[src/rtl/seq_mult_core_pkg.sv]
// Shared definitions for the sequential shift-and-add multiplier:
// FSM state encoding and state width.
package seq_mult_core_pkg;

  localparam int STATE_W = 2;

  typedef enum logic [STATE_W-1:0] {
    IDLE = 2'd0,
    ITER = 2'd1,
    FIX  = 2'd2,
    DONE = 2'd3
  } state_t;

endpackage

[src/rtl/seq_mult_core_ctrl.sv]
// Multiplier controller: state machine plus iteration counter, emitting
// load/iter/fix strobes to the datapath and registered busy/done.
module seq_mult_core_ctrl
  import seq_mult_core_pkg::*;
#(
  parameter int WIDTH      = 4,
  parameter int EARLY_TERM = 1
) (
  input  logic   clk,
  input  logic   reset,
  input  logic   start,
  input  logic   mplier_rest_zero,
  output logic   load,
  output logic   iter,
  output logic   fix,
  output logic   busy,
  output logic   done,
  output state_t state
);

  localparam int CW = $clog2(WIDTH + 1);
  localparam logic [CW-1:0] LAST = CW'(WIDTH - 1);

  logic [CW-1:0] count;
  logic          stop_early;

  assign load = start && (state == IDLE || state == DONE);
  assign iter = (state == ITER);
  assign fix  = (state == FIX);

  // mplier_rest_zero reflects the multiplier after this cycle's shift
  assign stop_early = (EARLY_TERM != 0) && mplier_rest_zero;

  always_ff @(posedge clk) begin
    if (reset) begin
      state <= IDLE;
      count <= '0;
      busy  <= 1'b0;
      done  <= 1'b0;
    end else begin
      case (state)
        IDLE, DONE: begin
          done <= 1'b0;
          if (start) begin
            state <= ITER;
            count <= '0;
            busy  <= 1'b1;
          end else begin
            state <= IDLE;
            busy  <= 1'b0;
          end
        end
        ITER: begin
          count <= count + 1'b1;
          if (count == LAST || stop_early) begin
            state <= FIX;
          end
        end
        FIX: begin
          state <= DONE;
          busy  <= 1'b0;
          done  <= 1'b1;
        end
        default: begin
          state <= IDLE;
          busy  <= 1'b0;
          done  <= 1'b0;
        end
      endcase
    end
  end

endmodule

[src/rtl/seq_mult_core.sv]
// Sequential WIDTH x WIDTH multiplier with signed/unsigned operands,
// optional early termination and a start/busy/done handshake.
module seq_mult_core
  import seq_mult_core_pkg::*;
#(
  parameter int WIDTH      = 4,
  parameter int EARLY_TERM = 1
) (
  input  logic                 clk,
  input  logic                 reset,
  input  logic                 start,
  input  logic                 signed_mode,
  input  logic [WIDTH-1:0]     op_a,
  input  logic [WIDTH-1:0]     op_b,
  output logic                 busy,
  output logic                 done,
  output logic [2*WIDTH-1:0]   product,
  output logic [STATE_W-1:0]   state_out
);

  logic [2*WIDTH-1:0] acc;
  logic [2*WIDTH-1:0] mcand;
  logic [WIDTH-1:0]   mplier;
  logic               neg;
  logic [WIDTH-1:0]   mag_a;
  logic [WIDTH-1:0]   mag_b;
  logic               load;
  logic               iter;
  logic               fix;
  state_t             state;

  // Most-negative operand negates to itself, which is the exact magnitude unsigned
  assign mag_a = (signed_mode && op_a[WIDTH-1]) ? -op_a : op_a;
  assign mag_b = (signed_mode && op_b[WIDTH-1]) ? -op_b : op_b;

  assign state_out = state;

  seq_mult_core_ctrl #(
    .WIDTH      (WIDTH),
    .EARLY_TERM (EARLY_TERM)
  ) u_ctrl (
    .clk              (clk),
    .reset            (reset),
    .start            (start),
    .mplier_rest_zero (mplier[WIDTH-1:1] == '0),
    .load             (load),
    .iter             (iter),
    .fix              (fix),
    .busy             (busy),
    .done             (done),
    .state            (state)
  );

  always_ff @(posedge clk) begin
    if (reset) begin
      acc     <= '0;
      mcand   <= '0;
      mplier  <= '0;
      neg     <= 1'b0;
      product <= '0;
    end else if (load) begin
      acc     <= '0;
      mcand   <= {{WIDTH{1'b0}}, mag_a};
      mplier  <= mag_b;
      neg     <= signed_mode & (op_a[WIDTH-1] ^ op_b[WIDTH-1]);
    end else if (iter) begin
      if (mplier[0]) begin
        acc <= acc + mcand;
      end
      mcand  <= mcand << 1;
      mplier <= mplier >> 1;
    end else if (fix) begin
      product <= neg ? -acc : acc;
    end
  end

endmodule

[config.mk]
export PLATFORM = sky130hd
export DESIGN_NAME = seq_mult_core
export DESIGN_NICKNAME = d
export VERILOG_FILES = /design/src/rtl/seq_mult_core_pkg.sv /design/src/rtl/seq_mult_core_ctrl.sv /design/src/rtl/seq_mult_core.sv
export SDC_FILE = /design/constraint.sdc
export NUM_CORES = 1
export LEC_CHECK = 0
export CORE_ASPECT_RATIO = 0.7
export CORE_MARGIN = 2
export CORE_UTILIZATION = 45
export DETAILED_ROUTE_END_ITERATION = 8
export PLACE_DENSITY = 0.66
export SYNTH_ARGS = -nofsm -noshare
export SYNTH_HDL_FRONTEND = slang
export SYNTH_HIERARCHICAL = 1
export SYNTH_SLANG_ARGS = --single-unit
[constraint.sdc]
create_clock -name clk -period 2.2 [get_ports clk]
set_input_delay 0.44 -clock clk [delete_from_list [all_inputs] [get_ports clk]]
set_output_delay 0.44 -clock clk [all_outputs]
set_load 0.005 [all_outputs]
# Word-level counts from Yosys, hierarchy flattened

Cells that the tools add are included.

Register bits: 36
Latch bits: 0
Memory bits (writable): 0
Memory bits (read-only): 0
Bits of input ports: 12
Memories kept: 0

Add/subtract/negate cells: 5
Multipliers: 0
Div/mod/pow operators: 0
Magnitude comparators: 0
Eq/ne operators: 6
Shifts and indexed selects: 0
Multiplexer cells: 15
Bitwise logic cells: 4
Reduce and logical (&&, ||, !) cells: 15

Operators by type and width:

| operator                                                        | count |
|---|---|
| 4-bit 2-to-1 mux                                                | 6 |
| 8-bit adder                                                     | 1 |
| 8-bit 2-to-1 mux                                                | 1 |
| 4-bit negation                                                  | 2 |
| 8-bit negation                                                  | 1 |
| 2-bit one-hot mux with 3 select lines                           | 1 |
| 3-bit one-hot mux with 2 select lines                           | 1 |
| 2-bit nonzero test                                              | 3 |
| 2-bit == test, second input constant                            | 2 |
| 1-bit one-hot mux with 2 select lines                           | 2 |
| 2-bit AND reduction                                             | 2 |
| 2-bit OR reduction                                              | 2 |
| 3-bit by 1-bit adder with 3-bit output, second input constant   | 1 |
| 3-bit by 2-bit == test with 1-bit output, second input constant | 1 |
| 1-bit logical AND                                               | 3 |
| 3-bit zero test                                                 | 1 |
| 3-bit 2-to-1 mux                                                | 1 |
| 3-bit AND reduction                                             | 1 |
| 2-bit by 1-bit == test with 1-bit output, second input constant | 1 |
| 2-bit zero test                                                 | 1 |
| 1-bit logical OR                                                | 2 |
| 1-bit 2-to-1 mux                                                | 2 |
| 2-bit 2-to-1 mux                                                | 1 |
| 2-bit by 1-bit != test with 1-bit output, second input constant | 1 |
| other kinds (4)                                                 | 5 |

# Longest topological paths before layout

Gate-level depths: netlist (run 1).

Depth after elaboration: 5
Depth in mapped cells: 9
Mapped depth without buffers: 8

# Modules after synthesis

The synthesis (run 1) kept the hierarchy.

Modules (own cells, without submodules):

| module             | times used | cells an instance | area each (um^2) |
|---|---|---|---|
| seq_mult_core      | 1          | 194               | 1657.8 |
| seq_mult_core_ctrl | 1          | 40                | 392.9 |

# Worst setup path before layout (run 1)

Ideal clock, no wire load.

Path kind: reg2reg
Start: register u_ctrl.state[0]
End: register acc[6]
Setup time: 0.079 ns
Arrival time: 1.764 ns
Required time: 2.121 ns
Path slack: 0.357 ns
Cell stages (with the launch flop): 9
Clock period less this slack: 1.843 ns
Cells stage by stage: dfxtp_1 inv_1 ha_1 and2_1 or2_2 buf_2 nor3_1 o211ai_1 o211ai_1

Longest elaborated chain between the ends: 4
Elaborated cells between the ends (all ways): 7

RTL lines:

| element                                                 | RTL line                 | RTL |
|---|---|---|
| from (decl)                                             | seq_mult_core_ctrl.sv:18 | `output state_t state` |
| from (signal assigned)                                  | seq_mult_core_ctrl.sv:36 | `state <= IDLE;` |
| from (signal assigned)                                  | seq_mult_core_ctrl.sv:45 | `state <= ITER;` |
| from (signal assigned)                                  | seq_mult_core_ctrl.sv:49 | `state <= IDLE;` |
| 2-bit == test / 2-bit zero test (equally long branches) | seq_mult_core_ctrl.sv:27 | `assign load = start && (state == IDLE \|\| state == DONE);` |
| 1-bit logical OR *                                      | seq_mult_core_ctrl.sv:27 |  |
| 1-bit logical AND *                                     | seq_mult_core_ctrl.sv:27 |  |
| net load                                                | seq_mult_core.sv:27      | `logic load;` |
| 2-bit OR reduction (no line) *                          | --                       |  |
| to (signal assigned)                                    | seq_mult_core.sv:68      | `acc <= acc + mcand;` |
| to (decl)                                               | seq_mult_core.sv:21      | `logic [2*WIDTH-1:0] acc;` |

The timed path passes the listed nets; every way through them passes the cells marked *.
A chain may end at the register's enable or synchronous reset.

# Worst setup path in the final report (run 1)

Start: register acc[1]
End: register acc[4]

Longest elaborated chain between the ends: 1

RTL lines:

| element     | RTL line |
|---|---|
| 8-bit adder | seq_mult_core.sv:68 |

No other way between the ends.

==> reports/results.ini, run 1 <==
[placement]
detailed_place_hpwl_mm = 3.132
globalplace.congestion = 0.8269
detailed_place.area_um2 = 2331
placement.io_buffers = 23

[setup_path]
cp.arrival_ns = 2.15
timing.rr.start = acc[1]$_SDFFE_PP0P_
critical_path.slowest_cell = fa_1
crit_fanout = 5
timing.critical_path.cells = inv_1 > fa_1 > nor2b_1 > o21ai_0 > a21boi_1 > o31ai_1 > and2_1
cp_top_family = compound AO/OA/AOI/OAI gates
critical_path.startpoint = acc[1]$_SDFFE_PP0P_
cp.required_ns = 2.40
cp_slowest_stage_delay_ns = 0.46
critPathLaunchType = flop
worstSetupEndpointType = flop
critical_path_buf_inv_count = 1
setup.worst_path.class = flop to flop

[cells_and_area]
layout-drive-gt1-share_pct = 8.462
multi_input_area_um2 = 1206
final_net_count = 287
mostFrequentLayoutCell = dfxtp_1
num-fill-cells = 415
design_area_um2 = 2439
area.growth.synth_to_final_pct = 18.91
area.sequential_um2 = 720.7
antennaDiodeCount = 0
layout.cells.most_common_list = 36 x dfxtp_1, 23 x nor2_1, 23 x clkdlybuf4s50_1, 16 x a211oi_1

[clock_tree]
cts_resized = 0
clock-root-buffer = clkbuf_8
clock-sinks = 36
cts.htree.levels = 2
clockBufferDepth = 2
postCtsSetupBuffers = 0
clock_insertion_delay_worst_skew_ns = 0.30
worst_setup_hold_path_clk_slew_ns = 0.08
numCtsBuffers = 5
cts_tree = yes
postCtsHoldBufs = 0

[logic_synthesis]
synthesis.nets = 262
mean_cell_area_of_the_mapped_netlist_um2 = 8.764
yosysWarningCount = 6
synth_top_flop_cell = dfxtp_1
synth_seq_cells = 36
postSynth.asyncResetShare_pct = 0
count_of_flip_flops_with_a_built_in_enable_after_synthesis = 0
yosysSeqAreaShare_pct = 35.14
netlist_instances = 234
synth.cell_area_um2 = 2051
post_synth_num_cell_types = 47

[grt]
grt.total_usage_pct = 17.59
grt_overflow = 0
via_count_of_the_first_global_routing_pass = 1480
grt_max_degree = 30
grt_pass1_wl_mm = 6.975
initial_antenna_violation_count = 0

[timing]
worst_clock_skew_ns = 0.01133
unrepaired_setup_endpoints_after_global_routing = false
fin_tns_setup_ns = 0
final_hold_viol_count = 0
maxSlewViolCount = 0
slew_headroom_pct = 73.86
final-setup-viol-count = 0
final.min_clock_period_ns = 1.952
fmax_mhz = 512.4
worst_hold_slack_ns = 0.4868
least_margin_pin_slew_ns = 0.3891
portion_of_the_clock_cycle_consumed_by_the_worst_path_in_the_final_layout_pct = 88.71

[flow_run]
maxCapViolations = 0

[die]
core.rowCount = 20
dieArea_um2 = 5122
ioPinCount = 24
fp.coreArea_um2 = 4354
die_x_um = 84.69
initial_core_util_pct = 47.10
die-height_um = 60.48

[route]
postRouteAntennaNets = 0
detail_route.drc_violations = 0
count_of_tritonroute_iterations_in_the_first_routing_pass = 4
via_count = 1697
wl_mm = 4.179
detail_route.wl_per_cell_um = 13.27
drt-initial-drc-count = 83
via_cell_ratio = 5.387

[pwr]
power.share.switching_pct = 33.11
ir_drop_v = 0.0005493
internal-power_uw = 1523
power_density_nw_per_um2 = 933.9
p_leak_uw = 0.0009007
power.switching_uw = 754.0
design_power_total_uw = 2277
power_frac_seq_pct = 37.8
p_clk_share_pct = 25.7
share_comb_of_total_power_pct = 36.5

[run_status]
outcome = complete, no violations

[min_path]
hold_path.class = flop to flop
min-delay-start = u_ctrl/busy$_SDFFE_PP0P_

-- cell usage after synthesis, drive strengths merged (3+ instances only) --
library cell	number	share of area, %
xor2	6	2.6
buf	10	3.1
or2	3	0.92
nand3	6	1.7
a211oi	17	6.5
and2	4	1.2
or3	3	0.92
o31ai	6	2.2
ha	15	9.2
nor2b	7	2.1
nand2	15	2.7
o21ai	6	1.5
a21oi	10	2.6
nand2b	5	1.5
inv	14	2.6
mux2i	9	4.4
dfxtp	36	35
o32ai	3	1.3
nor2	23	4.2
a311oi	4	1.7
nor3	4	0.98
-- final timing paths --
| path | end | slack (ns) | cells after the start |
|---|---|---|---|
| hold reg to reg | u_ctrl/busy$_SDFFE_PP0P_ | 0.49 | 2 |
| hold / removal | u_ctrl/busy$_SDFFE_PP0P_ | 0.49 | 2 |
| setup / recovery | acc[4]$_SDFFE_PP0P_ | 0.25 | 7 |
| setup reg to reg | acc[4]$_SDFFE_PP0P_ | 0.25 | 7 |
-- per-stage QoR --
step                cells  utilization [%]  worst slack [ns]
detailed placement    307            53.53            0.2083
finish                315            56.01            0.2485
global placement      307            53.53            0.2427
floorplan             234                -            0.3569
global route          315            56.01            0.1107
CTS                   315            56.01            0.2598
-- per-layer routing --
metal / share of wire [%] / vias to the layer above / wire (um) / GRT usage (%)
met5: 0 / - / 0 / 0
met4: 1.7 / 0 / 70 / 7.483
met1: 55 / 756 / 2283 / 25.23
met2: 39 / 38 / 1633 / 25.65
met3: 4.6 / 8 / 191 / 4.082
li1: - / 895 / - / -
-- power by group through the flow --
stage               registers [uW]  clock network, uW  logic, uW
floorplan                      860                  0        569
detailed placement             874                  0        828
global placement               873                  0        822
global route                   883                627        918
CTS                            860                592        832
finish                         860                586        831
-- sequential cells by signal, summed over array words and instances, names as in the netlist --
signal        cells
acc               8
u_ctrl/count      3
u_ctrl/done       1
product           8
neg               1
u_ctrl/state      2
u_ctrl/busy       1
mcand             8
mplier            4
-- cell families (layout without fill, tap and decap cells) --
family / count (synthesis) / after routing / share of synthesized area, %
multiplexers: 10 / 10 / 4.942
AO/OA/AOI/OAI: 58 / 58 / 20.26
AND/OR/NAND/NOR: 80 / 80 / 20.07
flip-flops: 36 / 36 / 35.14
buffers and inverters: 26 / 52 / 6.040
adder cells (fa/ha/maj): 16 / 16 / 10.13
XOR/XNOR: 8 / 8 / 3.417
-- worst register-to-register path, cell delays in order (launching register included) --
cell	delay [ns]
dfxtp_1	0.43
inv_1	0.14
fa_1	0.46
nor2b_1	0.16
o21ai_0	0.13
a21boi_1	0.26
o31ai_1	0.11
and2_1	0.17
-- final cells by class --
class | instances | area share [%]
Clock buffer | 6 | 2.976
Clock inverter | 2 | 1.437
Inverter | 14 | 2.155
Multi-Input combinational cell | 172 | 49.46
Sequential cell | 36 | 29.55
Tap cell | 55 | 2.822
Timing Repair Buffer | 30 | 11.60
Note: power is estimated with default switching activity, not from simulation.
==> inputs of run 2 (changes only) <==
Settings changed: CORE_ASPECT_RATIO 0.7 to default.
==> run 2 against run 1 <==
Net effect:
- flip-flop and latch count unchanged
- die area down 0.17%
- combinational power down 1%
- sequential power up 0.6%
- routed wire length down 0.43%
- power down 0.74%
- critical path depth unchanged
- via count up 0.53%
- critical path type unchanged
- critical endpoint is now acc[6]$_SDFFE_PP0P_
- final cell count down 0.63%
- cell area up 0.15%
- non-clock buffer count up 1
==> reports/results.ini, run 2 (synthesis gave the netlist of run 1 again) <==
[timing]
maxSlewViolCount = 0
fin_tns_setup_ns = 0
slew_headroom_pct = 70.20
portion_of_the_clock_cycle_consumed_by_the_worst_path_in_the_final_layout_pct = 89.54
final_hold_viol_count = 0
worst_clock_skew_ns = 0.004877
final-setup-viol-count = 0
least_margin_pin_slew_ns = 0.4412
fmax_mhz = 507.6
unrepaired_setup_endpoints_after_global_routing = false
final.min_clock_period_ns = 1.970

[setup_path]
critical_path_buf_inv_count = 1
crit_fanout = 11
critical_path.slowest_cell = or2_2
critPathLaunchType = flop
cp_top_family = simple AND/OR/NAND/NOR gates
worstSetupEndpointType = flop
cp.required_ns = 2.41
cp_slowest_stage_delay_ns = 0.42
critPathMostFrequentCell = o211ai_1
timing.critical_path.cells = inv_1 > ha_1 > and2_1 > or2_2 > nor3_1 > o211ai_1 > o211ai_1
setup.worst_path.class = flop to flop
cp.arrival_ns = 2.18
regToRegSetupSlack_ns = 0.23

[pwr]
ir_drop_v = 0.0006051
power_density_nw_per_um2 = 925.6
p_leak_uw = 0.0009062
design_power_total_uw = 2261

[grt]
grt.total_usage_pct = 18.14
via_count_of_the_first_global_routing_pass = 1668
grt_pass1_wl_mm = 7.376
initial_antenna_violation_count = 0
grt_max_degree = 20
grt_overflow = 0

[clock_tree]
clock-root-buffer = clkbuf_8
cts_tree = yes
cts.htree.levels = 2
postCtsSetupBuffers = 0
cts_resized = 0
numCtsBuffers = 5
clock_insertion_delay_worst_skew_ns = 0.29
clockBufferDepth = 2
clock-sinks = 36
postCtsHoldBufs = 0
worst_setup_hold_path_clk_slew_ns = 0.07

[cells_and_area]
final_cells = 313
layout.cells.most_common_list = 36 x dfxtp_1, 23 x nor2_1, 23 x clkdlybuf4s50_1, 16 x a211oi_1
top_regs = acc: 8 flops, mcand: 8 flops, product: 8 flops
antennaDiodeCount = 0
layout-drive-gt1-share_pct = 8.812
area.growth.synth_to_final_pct = 19.10
num-fill-cells = 420
final_net_count = 288
mostFrequentLayoutCell = dfxtp_1

[route]
detail_route.drc_violations = 0
drt-initial-drc-count = 76
count_of_tritonroute_iterations_in_the_first_routing_pass = 4
postRouteAntennaNets = 0
detail_route.wl_per_cell_um = 13.29
via_count = 1706
via_cell_ratio = 5.450
wl_mm = 4.161

[die]
dieArea_um2 = 5113
die_x_um = 71.51
initial_core_util_pct = 46.78
die-height_um = 71.51
core.rowCount = 24
fp.coreArea_um2 = 4384
ioPinCount = 24

[min_path]
hold_path.class = flop to flop

[run_status]
outcome = complete, no violations

[placement]
globalplace.congestion = 0.8600
detailed_place_hpwl_mm = 3.139
placement.io_buffers = 23
dp_cells = 305

[flow_run]
maxCapViolations = 0

[run 2: per-layer routing]
layer  track usage (%)  vias to the layer above  routed length [um]
met5                 0                        -                   0
met4             5.660                        0                  58
met3             4.219                        6                 133
met2             29.12                       26                1917
met1             24.27                      778                2052
li1                  -                      896                   -
[run 2: layout make-up]
cell class,count,area (um^2),area share (%)
clock buffers,6,72.57,2.971
clock inverters,2,35.03,1.434
inverters,14,52.55,2.152
multi-input cells,172,1206,49.39
flip-flops and latches,36,720.7,29.51
well taps,52,65.06,2.664
repair buffers,31,290.3,11.89
[run 2: power breakdown]
group | switching [uW] | internal, uW | total [uW] | leakage, uW
clock network | 238 | 336 | 574 | 0.0000552
logic | 411 | 410 | 821 | 0.000558
registers | 92.8 | 773 | 865 | 0.000293
[run 2: final timing paths]
| path | startpoint | cells after the start | endpoint |
|---|---|---|---|
| max reg2reg | u_ctrl/state[0]$_SDFFE_PP0P_ | 7 | acc[6]$_SDFFE_PP0P_ |
| min | u_ctrl/busy$_SDFFE_PP0P_ | 2 | u_ctrl/busy$_SDFFE_PP0P_ |
| min reg2reg | u_ctrl/busy$_SDFFE_PP0P_ | 2 | u_ctrl/busy$_SDFFE_PP0P_ |
| max | u_ctrl/state[0]$_SDFFE_PP0P_ | 7 | acc[6]$_SDFFE_PP0P_ |
[run 2: tightest hold or removal path: cells and delay by family, from the launching register on]
kind	cells	cell delay, ns
simple gates	1	0.06
flops	1	0.31
compound gates	1	0.05
[run 2: metrics by stage]
step / setup WS, ns / instance area [um^2] / utilization, % / hold slack [ns]
4_1_cts: 0.2179 / 2442 / 55.71 / 0.4742
2_1_floorplan: 0.3569 / 2051 / - / 0.4564
5_1_grt: 0.01998 / 2442 / 55.71 / 0.5079
3_3_place_gp: 0.2431 / 2335 / 53.25 / 0.4563
6_report: 0.2301 / 2442 / 55.71 / 0.4661
3_5_place_dp: 0.2332 / 2335 / 53.25 / 0.4612
